===== config.mk =====
export PLATFORM = sky130hd
export DESIGN_NAME = matrix_stream_out
export DESIGN_NICKNAME = d
export VERILOG_FILES = /design/src/rtl/matrix_stream_out_pkg.sv /design/src/rtl/matrix_index_counter.sv /design/src/rtl/matrix_stream_out.sv
export SDC_FILE = /design/constraint.sdc
export NUM_CORES = 1
export LEC_CHECK = 0
export ABC_AREA = 1
export CORE_ASPECT_RATIO = 1.1
export CORE_MARGIN = 4
export CORE_UTILIZATION = 30
export CTS_BUF_LIST = sky130_fd_sc_hd__clkbuf_4
export DETAILED_ROUTE_END_ITERATION = 12
export PLACE_DENSITY = 0.51
export SYNTH_ARGS = -nofsm -noshare
export SYNTH_HDL_FRONTEND = slang
export SYNTH_HIERARCHICAL = 1
export SYNTH_SLANG_ARGS = --single-unit

===== constraint.sdc =====
create_clock -name clk -period 1.4 [get_ports clk]
set_input_delay 0.35 -clock clk [delete_from_list [all_inputs] [get_ports clk]]
set_output_delay 0.35 -clock clk [all_outputs]
set_load 0.1 [all_outputs]

===== src/rtl/matrix_stream_out_pkg.sv =====
// Shared definitions for the matrix stream reader: packed 2D bus macros,
// default geometry, index widths and state encoding.
`ifndef MATRIX_STREAM_OUT_PKG_SV
`define MATRIX_STREAM_OUT_PKG_SV

// Width of a packed H x W matrix bus of bl-bit elements.
`define PORT_2D(bl, h, w) ((bl) * (h) * (w))
// Slice of element (i,j), 1-based, inside a packed 2D bus.
`define UNPACK_2D(bus, bl, w, i, j) bus[(((i) - 1) * (w) + ((j) - 1)) * (bl) +: (bl)]

package matrix_stream_out_pkg;

    localparam int unsigned DEF_BITLENGTH = 8;
    localparam int unsigned DEF_H         = 3;
    localparam int unsigned DEF_W         = 4;

    localparam int unsigned ROW_W = $clog2(DEF_H + 1);
    localparam int unsigned COL_W = $clog2(DEF_W + 1);

    localparam logic ST_IDLE   = 1'b0;
    localparam logic ST_STREAM = 1'b1;

    typedef enum logic {
        S_IDLE   = ST_IDLE,
        S_STREAM = ST_STREAM
    } state_e;

    // Width of a 1-based index that must hold values up to n.
    function automatic int unsigned idx_w(input int unsigned n);
        return $clog2(n + 1);
    endfunction

endpackage

`endif


===== src/rtl/matrix_index_counter.sv =====
// 1-based (row, col) walker over an H x W matrix with wrap and last flag.
// Traversal is column-major when MATRIX_STREAM_COL_MAJOR_EN is defined,
// row-major otherwise.
module matrix_index_counter
    import matrix_stream_out_pkg::*;
#(
    parameter  int unsigned H  = DEF_H,
    parameter  int unsigned W  = DEF_W,
    localparam int unsigned RW = idx_w(H),
    localparam int unsigned CW = idx_w(W)
) (
    input  logic          clk,
    input  logic          rst_n,
    input  logic          clear,
    input  logic          advance,
    output logic [RW-1:0] row,
    output logic [CW-1:0] col,
    output logic          last
);

    localparam logic [RW-1:0] ROW_ONE = RW'(1);
    localparam logic [RW-1:0] ROW_MAX = RW'(H);
    localparam logic [CW-1:0] COL_ONE = CW'(1);
    localparam logic [CW-1:0] COL_MAX = CW'(W);

    logic [RW-1:0] row_q, row_d;
    logic [CW-1:0] col_q, col_d;
    logic          last_q, last_d;

    // Next index: clear restarts at (1,1); advance steps with wrap.
    always_comb begin
        row_d = row_q;
        col_d = col_q;
        if (clear) begin
            row_d = ROW_ONE;
            col_d = COL_ONE;
        end else if (advance) begin
`ifdef MATRIX_STREAM_COL_MAJOR_EN
            if (row_q == ROW_MAX) begin
                row_d = ROW_ONE;
                col_d = (col_q == COL_MAX) ? COL_ONE : col_q + COL_ONE;
            end else begin
                row_d = row_q + ROW_ONE;
            end
`else
            if (col_q == COL_MAX) begin
                col_d = COL_ONE;
                row_d = (row_q == ROW_MAX) ? ROW_ONE : row_q + ROW_ONE;
            end else begin
                col_d = col_q + COL_ONE;
            end
`endif
        end
        last_d = (row_d == ROW_MAX) && (col_d == COL_MAX);
    end

    // Index registers; last is registered alongside so it never lags.
    always_ff @(posedge clk) begin
        if (!rst_n) begin
            row_q  <= ROW_ONE;
            col_q  <= COL_ONE;
            last_q <= 1'b0;
        end else begin
            row_q  <= row_d;
            col_q  <= col_d;
            last_q <= last_d;
        end
    end

    assign row  = row_q;
    assign col  = col_q;
    assign last = last_q;

endmodule


===== src/rtl/matrix_stream_out.sv =====
// Captures a packed H x W matrix (valid/ready) and serialises it one element
// per beat (valid/ready). Define MATRIX_STREAM_COL_MAJOR_EN for column-major
// order; default is row-major.
module matrix_stream_out
    import matrix_stream_out_pkg::*;
#(
    parameter  int unsigned bitlength = DEF_BITLENGTH,
    parameter  int unsigned H         = DEF_H,
    parameter  int unsigned W         = DEF_W,
    localparam int unsigned MAT_W     = `PORT_2D(bitlength, H, W),
    localparam int unsigned RW        = idx_w(H),
    localparam int unsigned CW        = idx_w(W)
) (
    input  logic                 clk,
    input  logic                 rst_n,
    input  logic [MAT_W-1:0]     mat_i,
    input  logic                 mat_valid_i,
    output logic                 mat_ready_o,
    output logic [bitlength-1:0] elem_o,
    output logic                 elem_valid_o,
    input  logic                 elem_ready_i,
    output logic [RW-1:0]        row_o,
    output logic [CW-1:0]        col_o,
    output logic                 last_o
);

    state_e          state_q, state_d;
    logic [MAT_W-1:0] hold_q, hold_d;
    logic [MAT_W-1:0] ordered_c;
    logic             clear_c;
    logic             advance_c;
    logic             mat_ready_c;
    logic             last_c;

    matrix_index_counter #(
        .H(H),
        .W(W)
    ) u_index (
        .clk    (clk),
        .rst_n  (rst_n),
        .clear  (clear_c),
        .advance(advance_c),
        .row    (row_o),
        .col    (col_o),
        .last   (last_c)
    );

    // Reorder the incoming matrix into traversal order so the holding
    // register can simply shift one element out per accepted beat.
    always_comb begin
        ordered_c = mat_i;
`ifdef MATRIX_STREAM_COL_MAJOR_EN
        for (int unsigned i = 1; i <= H; i++) begin
            for (int unsigned j = 1; j <= W; j++) begin
                ordered_c[((j - 1) * H + (i - 1)) * bitlength +: bitlength] =
                    `UNPACK_2D(mat_i, bitlength, W, i, j);
            end
        end
`endif
    end

    // Next-state, capture/shift control and matrix-side ready.
    always_comb begin
        state_d     = state_q;
        hold_d      = hold_q;
        clear_c     = 1'b0;
        advance_c   = 1'b0;
        mat_ready_c = 1'b0;
        case (state_q)
            S_IDLE: begin
                mat_ready_c = 1'b1;
                if (mat_valid_i) begin
                    hold_d  = ordered_c;
                    clear_c = 1'b1;
                    state_d = S_STREAM;
                end
            end
            S_STREAM: begin
                mat_ready_c = last_c && elem_ready_i;
                if (elem_ready_i) begin
                    advance_c = 1'b1;
                    hold_d    = hold_q >> bitlength;
                    if (last_c) begin
                        if (mat_valid_i) begin
                            hold_d  = ordered_c;
                            clear_c = 1'b1;
                        end else begin
                            state_d = S_IDLE;
                        end
                    end
                end
            end
        endcase
    end

    // State and holding register.
    always_ff @(posedge clk) begin
        if (!rst_n) begin
            state_q <= S_IDLE;
            hold_q  <= '0;
        end else begin
            state_q <= state_d;
            hold_q  <= hold_d;
        end
    end

    assign mat_ready_o  = mat_ready_c;
    assign elem_o       = hold_q[bitlength-1:0];
    assign elem_valid_o = (state_q == S_STREAM);
    assign last_o       = last_c;

endmodule


**Yosys cells after proc, flatten, opt, wreduce, memory -nomap -nowiden**

Index checks and enable logic that the tools add are counted.

- Register bits: 103
- Output and inout port bits: 16

- Add/sub/neg operators: 2
- Equal/unequal tests: 6
- Mux-type cells: 22
- Bitwise gates (word level): 1
- Reduce and logical (&&, ||, !) cells: 3

Operators with widths:

| cell | number |
|---|---|
| $mux 96 | 4 |
| $pmux 96 s2 | 1 |
| $mux 3 | 3 |
| $mux 2 | 4 |
| $mux 1 | 7 |
| $eq 3x3->1 const B | 2 |
| $pmux 1 s2 | 3 |
| $eq 2x2->1 const B | 2 |
| $ne 2x2->1 const B | 2 |
| $add 3x1->3 const B | 1 |
| $add 2x1->2 const B | 1 |
| $logic_and 1x1->1 | 2 |
| $reduce_and 2->1 | 1 |
| $not 1->1 | 1 |

**Depth between registers and ports, before layout**

Gate-level depths: netlist of the first run.

- Word-level depth: 7
- Gate-level depth with buffers: 11
- Mapped depth without buffers: 8

**Hierarchy**

Netlist of the first run, hierarchy kept.

By module, submodules not included:

| module | instances | cells an instance | area an instance (um^2) | seq. area each (um^2) |
|---|---|---|---|---|
| matrix_stream_out | 1 | 949 | 5835.6 | 1941.9 |
| matrix_index_counter | 1 | 48 | 322.8 | 120.1 |

**Worst setup path after synthesis of the first run**

Ideal clock, no wire load.

- Path kind: register to register
- Start point: register state_q, in the netlist elem_valid_o
- End point: register state_q, in the netlist elem_valid_o
- Library setup time: 87 ps
- Arrival time: 2464 ps
- Path slack: -1152 ps
- Stages on the path, launching flop included: 6
- Path buffers: 3
- Clock period less this slack: 2552 ps
- Cell sequence: dfxtp_1 buf_4 buf_2 buf_2 nand2_1 a21boi_0

- Cells in the longest elaborated chain, start to end: 2

RTL lines:

| element | line | text |
|---|---|---|
| start, declared | matrix_stream_out.sv:27 | `state_e state_q, state_d;` |
| start signal, assigned | matrix_stream_out.sv:102 | `state_q <= state_d;` |
| $not 1->1 | n/a |  |
| $pmux 1 s2 * | matrix_stream_out.sv:69 | `case (state_q)` |

Mark *: on every way between the ends. The rest lies on a longest branch, timed or not.
A chain may end at the register's enable or synchronous reset.

**Final worst setup path of the first run**

- Start point: input port elem_ready_i
- End point: output port mat_ready_o

- Cells in the longest elaborated chain, start to end: 2

RTL lines:

| element | line | text |
|---|---|---|
| start, declared | matrix_stream_out.sv:21 | `input logic elem_ready_i,` |
| $logic_and 1x1->1 | matrix_stream_out.sv:79 | `mat_ready_c = last_c && elem_ready_i;` |
| $pmux 1 s2 | matrix_stream_out.sv:69 |  |
| end, declared | matrix_stream_out.sv:18 | `output logic mat_ready_o,` |

Every way passes these cells.

==> results by stage, run 1 <==
Outcome:
- The run finished, with violations left.
- The checks that failed: negative setup slack.

Power and ir drop:
- In this run, the combinational gates consume 31.2% of the power.
- In this run the power spent charging and discharging nets is 2460 uW.
- The power density relative to cell area is 867 nW/um2.
- The analysis attributes to cell leakage a power of 0.00417 uW.
- The clock share of power is 24.5%.
- The final total power is 7540 uW.
- The switching power as a share of total power is 32.6%.
- The part of the power in registers is 44.4%.
- VDD sags by at most 0.000493 V.
- Cell internal power was estimated by the tool at 5080 uW.

Routing:
- After the first detailed-routing iteration, the DRC count stood at 383.
- The post-detailed-routing wire length is 18.9 mm.
- In the final routed layout, each cell accounts on average for 13.8 um.
- The vias per cell is 4.64.
- For this block, the via count after detailed routing is 6335.
- The length of the first detailed-routing pass in iterations is 5.
- After detailed routing, the number of remaining DRC violations is 0.
- The count of antenna-violating nets left after detailed routing is 0.

Timing:
- Setup repair after global routing could not meet its margin everywhere.
- The max-slew violation count is 0.
- The final critical-path share of the clock period is 115%.
- The final hold slack is 0.171 ns.
- Derived from the worst setup path, the maximum achievable clock frequency is 622 MHz.
- The count of final hold-check violations came to 0.
- The worst clock skew is 0.0272 ns.
- The clock period minus worst slack is 1.61 ns.
- The worst slew margin relative to its limit is 73.4%.
- The transition time at the pin with the least slew margin is 0.398 ns.
- Setup violations remaining at the end of the flow were counted as 104.
- The worst-case setup margin in the final layout is -0.206 ns.

Yosys:
- By area the synthesized netlist is led by sky130_fd_sc_hd__dfxtp_1 33%, sky130_fd_sc_hd__nand2_1 13%, sky130_fd_sc_hd__nand3b_1 12%.
- The number of synthesis warnings is 6.
- The register bit count reported by yosys is 103.
- The share of the Yosys chip area taken by registers is 33.5%.
- The cell taking the most area after synthesis is sky130_fd_sc_hd__dfxtp_1.
- The number of distinct standard cells referenced by the synthesized netlist is 18.
- In this run the mean area of a mapped cell was 6.18 um2.
- The number of nets in the synthesized netlist is 1100.
- After technology mapping, the gate count stands at 997.
- Of the post-synthesis cell area, the dominant cell type holds 33.5%.
- The post-synthesis cell area is 6160 um2.

CTS:
- The cell at the root of the clock tree is sky130_fd_sc_hd__clkbuf_4.
- The tree built by TritonCTS fans out to 103 sinks.
- The number of buffers between clock root and the deepest sink is 2.
- The clock network latency to the later pin of the worst-skew pair is 0.50 ns.
- The TritonCTS clock tree is yes.
- TritonCTS created 9 clock buffers.
- The H-tree was split into 3 levels.
- After clock tree synthesis, the clock-pin slew on the worst setup and hold paths is 0.15 ns.
- After clock tree synthesis, the flow added hold-fix buffers numbering 0.

Die:
- The horizontal die dimension is 145 um.
- The row count is 54.
- The height of the chip is 158 um.
- The effective utilization at floorplan is 30.8%.
- 116 I/O pins were placed.
- The core region is 20000 um2.
- The die covers 22900 um2.

Critical path:
- Along the worst path, the maximum fanout reaches 2.
- For the worst setup path, the data required time is 1.05 ns.
- The critical path start-end classification is in2out.
- The signal on the critical path passes through clkdlybuf4s50_1 > nand2_1 > nand2_4 > buf_12.
- The worst-path cell with the longest stage delay is sky130_fd_sc_hd__clkdlybuf4s50_1.
- The arrival time at the worst endpoint is 1.26 ns.
- The worst setup path is captured at an output port.
- The worst setup path is launched from a primary input.
- On the worst path, the slowest cell contributes a delay of 0.53 ns.

Layout:
- The share of layout cells above drive strength 1 is 11.9%.
- The utilization after layout is 43.5%.
- The library cell used most frequently in the layout, excluding fill and tap cells, is sky130_fd_sc_hd__nand2_1.
- The net total in the final layout is 1209.
- The relative area change from synthesis to final layout is 41.2%.
- The summed area of non-filler cells in the final layout is 8700 um2.
- The top cell types in the final layout, fill and taps aside, are 217 x sky130_fd_sc_hd__nand2_1, 186 x sky130_fd_sc_hd__nor2_1, 106 x sky130_fd_sc_hd__inv_1.
- The final standard cell count with taps included and fillers excluded is 1366.

Placed design:
- At the end of routability-driven placement, the weighted congestion stood at 0.777.
- After detailed placement, the design holds a cell count of 1327.
- The post-placement cell area is 8090 um2.
- The count of buffers inserted at the top-level ports is 115.
- The final HPWL from detailed placement is 11.8 mm.

GRT:
- The number of antenna violations at the first check in global routing is 2.
- The first global-routing pass estimated 29.0 mm of wire.
- For this run the aggregate overflow at the end of global routing stands at 0.
- The pin count of the biggest net entering global routing is 82.
- For this run, the total global-route usage over all layers was measured as 15.6%.
- The via count of the first global-routing pass is 5773.

Hold path:
- The path type of the worst min-delay path is in2reg.

Flow run:
- Max-cap violations in this run came to 0.
[final timing paths]
| kind | startpoint | endpoint | slack, ns | depth (start not counted) |
|---|---|---|---|---|
| max | elem_ready_i | mat_ready_o | -0.21 | 4 |
| min | rst_n | u_index/col[1] | 0.17 | 3 |
| max reg2reg | elem_valid_o | u_index/last | -0.11 | 11 |
| min reg2reg | hold_q[11] | hold_q[3] | 0.58 | 4 |
[layer usage]
metal	global-route usage [%]	wire, um
met5	0	0
met4	3.38	177
met3	2.58	879
met1	21.0	8690
met2	26.3	9110
[per-stage QoR]
stage | setup slack (ns) | TNS (ns)
detailed placement | -0.410 | -36.54
CTS | -0.227 | -5.11
floorplan | -0.191 | -11.68
global placement | -0.413 | -36.38
global route | -0.264 | -15.55
finish | -0.206 | -5.95
[logic make-up (layout without fill, tap and decap cells)]
family	Yosys count	count (layout)	share of synthesized area, %
buffers and inverters	196	309	13.6
adders and majority gates	3	3	0.610
DFF	103	103	33.5
and+or+nand+nor	604	605	44.9
other	0	3	0
AOI/OAI and AO/OA	91	91	7.44
[worst max-delay path, delay by kind of cell]
| kind | cells | cell delay (ns) |
|---|---|---|
| buffers and inverters | 2 | 0.70 |
| and+or+nand+nor | 2 | 0.21 |
[timing repair]
action | in CTS | in global routing
gates cloned | 2 | 7
buffers inserted | 10 | 1
endpoints found under the setup margin | 16 | 116
resized for setup | 25 | 12
pin swaps | 0 | 4
[Yosys cell counts (all sizes together)]
master and n:
buf 57, a21boi 1, ha 3, inv 108, clkbuf 31, nand2 223
nand3 91, nand3b 96, nand4 3, nor2 190, a21oi 90, dfxtp 103
nor3 1
[power by group through the flow]
stage / clock network (uW) / logic (uW) / registers [uW]
after global routing: 2050 / 2590 / 3380
final: 1850 / 2350 / 3340
after global placement: 0 / 2160 / 3420
after detailed placement: 0 / 2160 / 3420
after floorplan: 0 / 1390 / 3380
after CTS: 1910 / 2250 / 3350
[final cells by class]
type,instances,area [um2]
Fill cell,2132,11300
Multi-Input combinational cell,699,3340
Timing Repair Buffer,185,2370
Sequential cell,103,2100
Inverter,108,413
Tap cell,252,315
Clock inverter,7,96.3
Clock buffer,9,67.6
Antenna cell,3,7.51
[registers in the layout, summed over array words and instances, names as in the netlist]
register	count
u_index/last	1
u_index/row	2
elem_valid_o	1
u_index/col	3
hold_q	96
Power figures use the tool's default switching activity.
==> inputs of run 2 (changes only) <==
GPL_TIMING_DRIVEN = 0   (was unset)
PLACE_DENSITY = 0.53   (was 0.51)
SYNTH_HIERARCHICAL = unset   (was 1)
==> run 2 against run 1 <==
  * The run still ends with negative setup slack left
  * Largest power group unchanged
  * Highest routed layer unchanged
  * Flip-flop and latch count unchanged
  * Final cell count decreased by 25%
  * Synthesized cell count decreased by 32%
  * Core utilization increased by 1.0 points
  * Die area decreased by 22%
  * Hold slack improved by 0.13 ns
  * Combinational power decreased by 23%
  * Global-route usage increased by 0.16 points
  * Via count decreased by 24%
  * First-iteration DRC count decreased by 39%
==> results by stage, run 2 <==
GRT:
- The total track usage is 15.7% (+0.16 points).
- The global-route wire length before repair is 23.0 mm (-21%).
- The overall overflow remaining after global route is 0 (unchanged).
- The via count of the first global-routing pass is 4925 (-15%).
- The pin count of the biggest net entering global routing is 15 (-82%).
- The number of antenna violations at the first check in global routing is 0 (-2).

Routing:
- The vias per cell came to 4.73 (+1.9%).
- The number of DRC violations after detailed routing is 0 (unchanged).
- The count of antenna-violating nets left after detailed routing was 0 (unchanged).
- The total number of vias came to 4815 (-24%).
- The count of routing violations after the opening detailed-route iteration is 235 (-39%).
- The average wire length per cell after detail routing is 13.9 um (+0.39%).
- The post-detailed-routing wire length is 14.1 mm (-25%).
- The length of the first detailed-routing pass in iterations is 5 (unchanged).

Critical path:
- The critical path depth is 3 (-1).
- For this design, the slowest cell found on the critical path is sky130_fd_sc_hd__dfxtp_4.
- The critical path goes through nand2_4 > nand2_8 > buf_12.
- The maximum fanout encountered on the critical timing path came to 3 (+1).
- Grouping stages by cell kind, the critical path spends the most delay in flip-flops.
- The sort of element at the end of the critical path is an output port.
- The start point of the critical path is u_index.last.
- STA classifies the critical path startpoint as a register.
- The data required time of the worst path is 1.05 ns (about the same).
- The delay of the slowest cell on the worst path is 0.39 ns (-0.14 ns).
- The arrival time at the worst endpoint came to 1.16 ns (-0.10 ns).
- By startpoint and endpoint, the worst setup path is classified as reg2out.
- The launching point of the worst reg2reg path is elem_valid_o.
- The total buffers and inverters traversed by the critical path came to 1 (-1).
- The worst reg-to-reg path cell count was 6 (-5).

Layout:
- The share of layout cells above drive strength 1 was 13.9% (+2.0 points).
- The number of diodes was 0 (-3).
- The multi-input gate area in the final layout is 2030 um2 (-39%).
- The net total in the final layout is 923 (-24%).
- Leaving out fill and tap cells, the most frequent cell in the layout is sky130_fd_sc_hd__o21ai_0.
- The filler cell count in the final layout is 1627 (-24%).
- The top cell types in the final layout, fill and taps aside, are 123 x sky130_fd_sc_hd__o21ai_0, 113 x sky130_fd_sc_hd__nand2_1, 97 x sky130_fd_sc_hd__inv_1.
- The flip-flop and latch area is 2100 um2 (unchanged).
- The final standard cell count with taps included and fillers excluded is 1019 (-25%).
- More flip-flops sit in one register than any other, and that register is hold_q.
- The summed area of non-filler cells in the final layout was 6810 um2 (-22%).
- The flip-flop count of the largest register after layout is 96 (unchanged).
- The relative area change from synthesis to final layout is 43.3%.

Power and ir drop:
- The final total power is 6460 uW (-14%).
- The leakage power total is 0.00310 uW (-26%).
- The power density relative to cell area is 949 nW/um2 (+9.5%).
- The largest vdd supply drop is 0.000427 V (-13%).

Yosys:
- Sorting the synthesized cells by how often they occur yields 124 x sky130_fd_sc_hd__o21ai_0, 118 x sky130_fd_sc_hd__nand2_1, 103 x sky130_fd_sc_hd__dfxtp_1, 98 x sky130_fd_sc_hd__inv_1, 97 x sky130_fd_sc_hd__a21oi_1.
- The register bit count reported by yosys is 103 (unchanged).
- The number of synthesis warnings came to 0 (-6).
- The fraction of synthesis flops using an asynchronous set or reset pin is 0% (unchanged).
- The number of nets in the synthesized netlist is 784 (-29%).
- The average footprint of a synthesized cell was 6.98 um2 (+13%).
- By area the synthesized netlist is led by sky130_fd_sc_hd__dfxtp_1 43%, sky130_fd_sc_hd__o21ai_0 13%, sky130_fd_sc_hd__a21oi_1 10%.
- The sequential fraction of the synthesis area was 43.4% (+9.9 points).
- The number of enable flip-flop cells after synthesis is 0 (unchanged).
- The post-synthesis cell area is 4750 um2 (-23%).
- The number of standard cells after synthesis was 681 (-32%).
- The primary flip-flop cell chosen by synthesis mapping is sky130_fd_sc_hd__dfxtp_1.
- The top-area cell type share of the netlist area is 43.4% (+9.9 points).
- The number of distinct standard cells referenced by the synthesized netlist came to 18 (unchanged).
- The most repeated cell in the gate-level netlist after synthesis is sky130_fd_sc_hd__o21ai_0.
- The cell taking the most area after synthesis is sky130_fd_sc_hd__dfxtp_1.

CTS:
- TritonCTS built the clock tree.
- The CTS H-tree depth is 3 (unchanged).
- The total clock sinks was 103 (unchanged).
- The clock transition at the registers of the reported paths is 0.14 ns (about the same).
- The number of buffers between clock root and the deepest sink was 2 (unchanged).
- CTS placed an instance of sky130_fd_sc_hd__clkbuf_4 at the clock tree root.
- The number of buffers created by CTS is 9 (unchanged).
- The clock network latency to the later pin of the worst-skew pair is 0.47 ns (-0.03 ns).

Outcome:
- The final reports fail on negative setup slack.
- The run finished, with violations left.

Die:
- The area of the die is 17900 um2 (-22%).
- The I/O pin count is 116 (unchanged).
- The effective utilization at floorplan is 31.1% (+0.28 points).
- The horizontal die dimension is 128 um (-11%).
- The row count came to 47 (-13%).
- The floorplan core area is 15300 um2 (-24%).
- The height of the chip is 140 um (-12%).

Timing:
- The final critical-path share of the clock period was 108% (-6.9 points).
- The worst-case setup margin in the final layout is -0.109 ns (+0.0973 ns).
- The clock period minus worst slack is 1.51 ns (-0.0973 ns).
- Setup repair after global routing could not meet its margin everywhere.
- The count of final hold-check violations is 0 (unchanged).
- The worst clock skew is 0.0136 ns (-0.0136 ns).
- The summed negative setup slack over all endpoints was -2.07 ns (+3.88 ns).
- The number of failing setup endpoints in the final timing report was 66 (-37%).
- The max-slew violation count was 0 (unchanged).
- The transition time at the pin with the least slew margin came to 0.656 ns (+0.258 ns).
- The worst slew margin relative to its limit is 56.2% (-17 points).
- The achievable clock frequency was 663 MHz (+6.4%).

Placed design:
- The cell total after placement is 991 (-25%).
- The count of buffers inserted at the top-level ports is 114 (-0.87%).
- The placer's final routability congestion estimate is 0.832 (+7.0%).
- The final HPWL from detailed placement is 10.4 mm (-12%).
- The post-placement cell area came to 6190 um2 (-23%).

Hold path:
- The worst hold path begins at mat_valid_i.
- The path type of the worst min-delay path is in2reg.
- The number of stages on the worst hold path is 3 (unchanged).

Flow run:
- The max-cap check violation count was 0 (unchanged).
[run 2: what timing repair did]
| item | CTS | global route |
|---|---|---|
| hold buffers | 0 | 0 |
| gates cloned | 2 | 3 |
| resized for setup | 188 | 24 |
| pin swaps | 1 | 0 |
| setup buffers | 11 | 3 |
| endpoints found under the setup margin | 103 | 105 |
[run 2: cell type report]
cell class / count / share of cell area [%]
Sequential cell: 103 / 30.8
Inverter: 99 / 5.48
Timing Repair Buffer: 133 / 22.6
Clock inverter: 3 / 0.184
Clock buffer: 11 / 1.21
Tap cell: 196 / 3.60
Buffer: 54 / 6.27
Multi-Input combinational cell: 420 / 29.8
[run 2: metrics by stage]
step	hold slack (ns)	setup WS, ns	util (%)
2_1_floorplan	0.458	-0.0385	-
3_3_place_gp	0.470	-1.21	40.5
3_5_place_dp	0.469	-1.21	40.5
4_1_cts	0.260	-0.148	43.6
5_1_grt	0.260	-0.186	44.5
6_report	0.297	-0.109	44.5
[run 2: path summary, 6_finish.rpt]
path,to,slack (ns)
setup / recovery,mat_ready_o,-0.11
hold / removal,elem_valid_o,0.30
setup reg to reg,hold_q[83],-0.07
hold reg to reg,hold_q[90],0.49
[run 2: tightest hold or removal path, delay by kind of cell]
kind,cells,cell delay (ns)
buffers and inverters,2,0.33
AO/OA/AOI/OAI,1,0.06
[run 2: report_power, final]
| part | leakage, uW | internal, uW | switching, uW |
|---|---|---|---|
| sequential | 0.000859 | 3200 | 159 |
| clock | 0.0000577 | 374 | 926 |
| combinational | 0.00218 | 856 | 944 |
[run 2: routing by layer]
layer	up-vias	part of all wire (%)	GRT usage [%]
li1	2487	-	-
met3	7	5.2	4.30
met2	108	51	28.1
met1	2213	43	19.0
met4	0	0.57	3.02
met5	-	0	0
[run 2: logic make-up after synthesis]
logic type	count (synthesis)	synth area share, %
simple gates	144	12.1
flops	103	43.4
compound gates	273	28.8
fa+ha+maj	3	0.790
buf+inv	158	14.9
